## src/rtl/wf_neopixel_frame_ctrl_pkg.sv

```systemverilog
// Shared constants for the neopixel double-buffered frame controller:
// pixel width, FSM encodings and WF_neopixel_if wire timing at 12 MHz.
package wf_neopixel_frame_ctrl_pkg;

   localparam int unsigned DEF_PIX_W = 24;

   localparam logic [1:0] ST_IDLE      = 2'd0;
   localparam logic [1:0] ST_FILL      = 2'd1;
   localparam logic [1:0] ST_WAIT_SWAP = 2'd2;

   // WF_neopixel_if bit timing in 12 MHz clocks (1.25 us bit, >50 us reset)
   localparam int unsigned BIT_PERIOD = 15;
   localparam int unsigned BIT0_HIGH  = 4;
   localparam int unsigned BIT1_HIGH  = 8;
   localparam int unsigned NEO_RESET  = 660;

   typedef struct packed {
      logic [7:0] g;
      logic [7:0] r;
      logic [7:0] b;
   } grb_t;

endpackage

```

## src/rtl/wf_pixel_ram_dp.sv

```systemverilog
// Simple dual-port pixel RAM: one write port, one registered read port.
// Read register can be forced to zero for out-of-range pixel reads.
module wf_pixel_ram_dp #(
   parameter int unsigned AW = 4,
   parameter int unsigned DW = 24
) (
   input  logic          clk,
   input  logic          rst_n,
   input  logic          we_i,
   input  logic [AW-1:0] waddr_i,
   input  logic [DW-1:0] wdata_i,
   input  logic [AW-1:0] raddr_i,
   input  logic          rd_clr_i,
   output logic [DW-1:0] rdata_o
);

   localparam int unsigned DEPTH = 2 ** AW;

   logic [DW-1:0] mem_q [DEPTH];
   logic [DW-1:0] rdata_q;

   always_ff @(posedge clk) begin
      if (we_i) mem_q[waddr_i] <= wdata_i;
   end

   always_ff @(posedge clk or negedge rst_n) begin
      if (!rst_n)        rdata_q <= '0;
      else if (rd_clr_i) rdata_q <= '0;
      else               rdata_q <= mem_q[raddr_i];
   end

   assign rdata_o = rdata_q;

endmodule

```

## src/rtl/wf_neopixel_frame_ctrl.sv

```systemverilog
// Double-buffered neopixel frame controller: producer writes the back buffer,
// WF_neopixel_if reads the front buffer, buffers swap only in the reset gap.
module wf_neopixel_frame_ctrl
   import wf_neopixel_frame_ctrl_pkg::*;
#(
   parameter int unsigned NUM_PIXELS = 8,
   parameter int unsigned PIX_W      = DEF_PIX_W
) (
   input  logic             clk,
   input  logic             rst_n,
   input  logic             wr_en,
   input  logic [7:0]       wr_addr,
   input  logic [PIX_W-1:0] wr_data,
   output logic             wr_ready,
   input  logic             fill_req,
   input  logic [PIX_W-1:0] fill_data,
   input  logic             commit,
   input  logic [7:0]       np_rd_addr,
   output logic [PIX_W-1:0] np_rd_data,
   output logic             active_buf,
   output logic             frame_swap,
   output logic             wr_err
);

   localparam int unsigned IDX_W  = (NUM_PIXELS > 1) ? $clog2(NUM_PIXELS) : 1;
   localparam int unsigned RAM_AW = IDX_W + 1;
   localparam logic [7:0]  NPIX8  = 8'(NUM_PIXELS);

   logic [1:0]       state_q, state_d;
   logic             active_buf_q, active_buf_d;
   logic             commit_q, commit_d;
   logic [IDX_W-1:0] fill_cnt_q, fill_cnt_d;
   logic [PIX_W-1:0] fill_data_q, fill_data_d;
   logic             wr_ready_q, wr_ready_d;
   logic             frame_swap_q, frame_swap_d;
   logic             wr_err_q, wr_err_d;
   logic [7:0]       np_rd_addr_q;

   logic              gap_start_c;
   logic              wr_ok_c;
   logic              ram_we_c;
   logic [RAM_AW-1:0] ram_waddr_c;
   logic [PIX_W-1:0]  ram_wdata_c;

   // A frame gap begins when the reader wraps back to pixel 0
   assign gap_start_c = (np_rd_addr_q != 8'd0) && (np_rd_addr == 8'd0);
   assign wr_ok_c     = wr_en && wr_ready_q && (wr_addr < NPIX8);

   always_ff @(posedge clk or negedge rst_n) begin
      if (!rst_n) begin
         state_q      <= ST_IDLE;
         active_buf_q <= 1'b0;
         commit_q     <= 1'b0;
         fill_cnt_q   <= '0;
         fill_data_q  <= '0;
         wr_ready_q   <= 1'b1;
         frame_swap_q <= 1'b0;
         wr_err_q     <= 1'b0;
         np_rd_addr_q <= 8'd0;
      end else begin
         state_q      <= state_d;
         active_buf_q <= active_buf_d;
         commit_q     <= commit_d;
         fill_cnt_q   <= fill_cnt_d;
         fill_data_q  <= fill_data_d;
         wr_ready_q   <= wr_ready_d;
         frame_swap_q <= frame_swap_d;
         wr_err_q     <= wr_err_d;
         np_rd_addr_q <= np_rd_addr;
      end
   end

   always_comb begin
      state_d      = state_q;
      active_buf_d = active_buf_q;
      commit_d     = commit_q;
      fill_cnt_d   = fill_cnt_q;
      fill_data_d  = fill_data_q;
      frame_swap_d = 1'b0;
      wr_err_d     = wr_en && !wr_ok_c;
      ram_we_c     = wr_ok_c;
      ram_waddr_c  = {~active_buf_q, wr_addr[IDX_W-1:0]};
      ram_wdata_c  = wr_data;

      case (state_q)
         ST_IDLE: begin
            if (fill_req) begin
               fill_data_d = fill_data;
               fill_cnt_d  = '0;
               commit_d    = commit;
               state_d     = ST_FILL;
            end else if (commit) begin
               state_d = ST_WAIT_SWAP;
            end
         end
         ST_FILL: begin
            ram_we_c    = 1'b1;
            ram_waddr_c = {~active_buf_q, fill_cnt_q};
            ram_wdata_c = fill_data_q;
            if (commit) commit_d = 1'b1;
            if (fill_cnt_q == IDX_W'(NUM_PIXELS - 1)) begin
               state_d  = (commit_q || commit) ? ST_WAIT_SWAP : ST_IDLE;
               commit_d = 1'b0;
            end else begin
               fill_cnt_d = fill_cnt_q + IDX_W'(1);
            end
         end
         ST_WAIT_SWAP: begin
            if (gap_start_c) begin
               active_buf_d = ~active_buf_q;
               frame_swap_d = 1'b1;
               state_d      = ST_IDLE;
            end
         end
         default: state_d = ST_IDLE;
      endcase

      wr_ready_d = (state_d == ST_IDLE);
   end

   wf_pixel_ram_dp #(
      .AW (RAM_AW),
      .DW (PIX_W)
   ) u_ram (
      .clk      (clk),
      .rst_n    (rst_n),
      .we_i     (ram_we_c),
      .waddr_i  (ram_waddr_c),
      .wdata_i  (ram_wdata_c),
      .raddr_i  ({active_buf_q, np_rd_addr[IDX_W-1:0]}),
      .rd_clr_i (np_rd_addr >= NPIX8),
      .rdata_o  (np_rd_data)
   );

   assign wr_ready   = wr_ready_q;
   assign active_buf = active_buf_q;
   assign frame_swap = frame_swap_q;
   assign wr_err     = wr_err_q;

endmodule

```

## config.mk

```make
export PLATFORM = sky130hd
export DESIGN_NAME = wf_neopixel_frame_ctrl
export DESIGN_NICKNAME = d
export VERILOG_FILES = /design/src/rtl/wf_neopixel_frame_ctrl_pkg.sv /design/src/rtl/wf_pixel_ram_dp.sv /design/src/rtl/wf_neopixel_frame_ctrl.sv
export SDC_FILE = /design/constraint.sdc
export NUM_CORES = 1
export LEC_CHECK = 0
export CAP_MARGIN = 10
export CORE_UTILIZATION = 40
export DETAILED_ROUTE_END_ITERATION = 8
export GPL_TIMING_DRIVEN = 0
export HOLD_SLACK_MARGIN = 0.1
export PLACE_DENSITY_LB_ADDON = 0.08
export SYNTH_ARGS = -nofsm -noshare
export SYNTH_HDL_FRONTEND = slang
export SYNTH_SLANG_ARGS = --single-unit
```

## constraint.sdc

```tcl
create_clock -name clk -period 7 [get_ports clk]
set_clock_uncertainty 0.15 [all_clocks]
set_input_delay 1.75 -clock clk [delete_from_list [all_inputs] [get_ports clk]]
set_output_delay 1.75 -clock clk [all_outputs]
set_load 0.01 [all_outputs]
```

==> flow_results.org <==
** Run status
- Run status :: completed

** STA
- The number of pins with negative max-slew slack in the final report was 0.
- For the pin with the worst max-slew slack, the measured transition is 1130 ps.
- Timing would allow up to 247 MHz.
- Setup repair after global routing missed its margin :: false
- Setup total negative slack :: 0 ps
- Number of hold violations in the final report :: 0
- Worst slew margin relative to its limit :: 24.5%
- Final number of setup-violating endpoints :: 0
- Clock period minus worst slack :: 4050 ps
- Period utilisation layout :: 57.8%

** Routing
- Dividing the detail-routed wire length by the instance count gives 24.0 um.
- Antenna Nets Post-Route :: 0
- The first detailed-routing pass ran for 4 iterations.
- DRC violations left :: 0
- In the routed layout, each cell is associated on average with a via count of 5.17.
- Violation count after the first detailed-routing iteration :: 546
- For this block, the routed nets add up to 39.1 mm of wire.
- Detailed-route via count :: 8420

** Clocking
- Inserted Clock Buffers :: 48
- Total of hold buffers inserted after clock tree synthesis :: 0
- After clock tree synthesis, the clock-pin slew on the worst setup and hold paths is 60 ps.
- After clock tree synthesis, the repair step resized 0 gates.
- Clock Sinks :: 450
- H-tree depth :: 2
- After clock tree synthesis, the setup repair step added 0 buffers.
- Clock tree from TritonCTS :: done
- Maximum clock path buffer count :: 3
- The clock reaches the later pin of the worst-skew pair after 560 ps.
- The tree is rooted in a clkbuf_16.

** Global routing
- For this run the aggregate overflow at the end of global routing stands at 0.
- The initial antenna violation count came to 0.
- The first global-routing pass estimated 58.1 mm of wire.
- Pin count of the biggest net entering global routing :: 39
- The number of global-route vias before repair came to 8780.
- Global-route total usage across every layer :: 18.3%

** Job
- Maximum Capacitance Violations :: 0

** Synthesis
- The most used flip-flop cell after synthesis is edfxtp_1.
- FF+latch count, synth :: 450
- Yosys warning count :: 0
- Cell taking the most area after synthesis :: edfxtp_1
- When the netlist entered floorplanning its net count stood at 926.
- Cell with the most instances after synthesis :: edfxtp_1
- Number of distinct standard cells referenced by the synthesized netlist :: 44
- Seq/Total Area, Yosys :: 76.1%
- After synthesis, the cell types taking the most area are edfxtp_1 (67%), mux4_2 (12%), dfrtp_1 (9.4%).
- Synth async-reset ratio :: 14.7%
- In the synthesized netlist, the number of instances is 855.
- Syn avg cell area :: 20.3 sq um
- Share of the synthesized area in the top cell type :: 66.6%
- Cell area after technology mapping :: 17300 sq um
- The commonest cells after synthesis are edfxtp_1 (384), mux4_2 (91), nand2_1 (80), dfrtp_1 (65), inv_1 (52).
- EDFF count, synth :: 384

** Power
- IR analysis of the VDD net gives a maximum drop of 220 uV.
- Summed over all cells, the static leakage comes to 7.22 nW.
- Power spread over the standard cell area amounts to 360 nW/um^2.

** Setup path
- By startpoint and endpoint, the worst setup path is classified as in -> reg.
- Data on the critical path arrives at its endpoint at 4310 ps.
- STA classifies the critical path startpoint as a primary input.
- CP Max Fanout :: 10
- The worst setup path is captured at a register.
- Endpoint required time on the critical path :: 7270 ps

** Final layout
- In the final layout, the share of cells above drive strength 1 is 26.3%.
- Final nets :: 1085
- Area used by sequential logic in the layout :: 13200 sq um
- Area Overhead vs Synth :: 21.3%
- Finished Layout Cells :: 1628
- Inserted Diodes :: 0
- Summing all multi-input logic gate instances after layout gives 3810 sq um.
- Fill cells in the final layout number 3482.

** Floorplan
- Full die area :: 44200 sq um
- Measured along the x axis, the die boundary spans 210 um.
- Die height :: 210 um
- The core region is 42300 sq um.
- Starting utilization of the core area :: 40.9%
- Number of top-level design ports :: 97
- In this run the core area contains 75 standard-cell rows.

** Placed design
- HPWL after detailed placement :: 25.6 mm
- The congestion estimate from routability-driven global placement came to 0.703.
- Buffers placed on the I/O ports in this run total 96.
- In this run, placement finished with an instance count of 1541.

** Min path
- The path class of the tightest hold or removal check is reg -> reg.
stage by stage:
stage | power (mW) | util (%) | hold slack, ps | setup slack [ps] | area, sq um
6_report | 7.56 | 49.6 | 354 | 2950 | 21000
5_1_grt | 7.89 | 49.6 | 371 | 2800 | 21000
4_1_cts | 7.66 | 49.6 | 359 | 2900 | 21000
3_5_place_dp | 5.22 | 46.0 | 345 | 2310 | 19500
3_3_place_gp | 5.09 | 44.9 | 339 | 771 | 19000
2_1_floorplan | 4.58 | - | 312 | 2790 | 17300
registers in the layout, summed over array words and instances, names as in the netlist:
signal and count:
np_rd_addr_q 8, state_q 2, fill_data_q 24, u_ram.rdata_o 24, fill_cnt_q 3, wr_err 1, commit_q 1, frame_swap 1
wr_ready 1, u_ram.mem_q 384, active_buf 1
path summary, 6_finish.rpt:
| kind | endpoint | slack [ps] | cells past startpoint | from |
|---|---|---|---|---|
| setup / recovery | u_ram.rdata_o[3] | 2950 | 7 | np_rd_addr[2] |
| hold / removal | fill_data_q[22] | 350 | 1 | fill_data_q[22] |
| max in group asynchronous | wr_ready | 5120 | 2 | rst_n |
| setup reg to reg | u_ram.mem_q[1][6] | 4110 | 5 | state_q[1] |
| hold reg to reg | fill_data_q[22] | 350 | 1 | fill_data_q[22] |
| min in group asynchronous | fill_cnt_q[0] | 980 | 1 | rst_n |
final cells by class:
type	count	share of cell area (%)
inverters	52	0.929
well taps	577	3.44
clock buffers	66	6.68
plain buffers	42	1.22
repair buffers	109	6.26
multi-input cells	311	18.1
clock inverters	21	0.584
flip-flops and latches	450	62.7
worst max-delay path, stage by stage:
cell	delay [ps]
clkdlybuf4s50_1	550
clkbuf_1	240
buf_2	330
clkbuf_1	570
mux4_1	410
a22oi_1	310
o221ai_2	140
power breakdown:
part	total [mW]	switching [mW]	internal, mW
Combinational	1.33	0.931	0.403
Sequential	3.80	0.0958	3.70
Clock	2.43	1.00	1.43
per-layer routing:
layer	wire length, um	vias to the layer above	global-route usage, %
li1	-	3737	-
met1	17600	4461	25.7
met2	19200	168	29.9
met3	1430	54	2.59
met4	847	0	5.39
met5	0	-	0
kinds of logic (layout without fill, tap and decap cells):
logic type               count (synthesis)  after routing  share of synthesized area, %
AO/OA/AOI/OAI                           57             57                          3.32
multiplexers                           125            125                          14.5
flip-flops                             450            450                          76.1
adder cells (fa/ha/maj)                  2              2                         0.144
XOR/XNOR                                 1              1                        0.0506
buffers and inverters                   94            290                          2.61
AND/OR/NAND/NOR                        126            126                          3.33
cells in the final DEF, fill, tap and decap left out, drive strengths merged, types with 2 or more instances in the layout:
cell type      synthesis  layout
clkdlybuf4s50          0      95
nor3b                  2       2
nand3                  3       3
mux4                  96      96
or2                    4       4
ha                     2       2
dfrtp                 65      65
nor3                   2       2
nor4                   4       4
edfxtp               384     384
nand2b                 5       5
inv                   52      52
and3b                  2       2
nand2                 80      80
nor2                  18      18
mux2i                  2       2
o221ai                23      23
a21oi                  3       3
clkinv                 0      19
buf                   27      41
a22oi                 23      23
mux2                  27      27
clkbuf                15      81
Power figures use the tool's default switching activity.
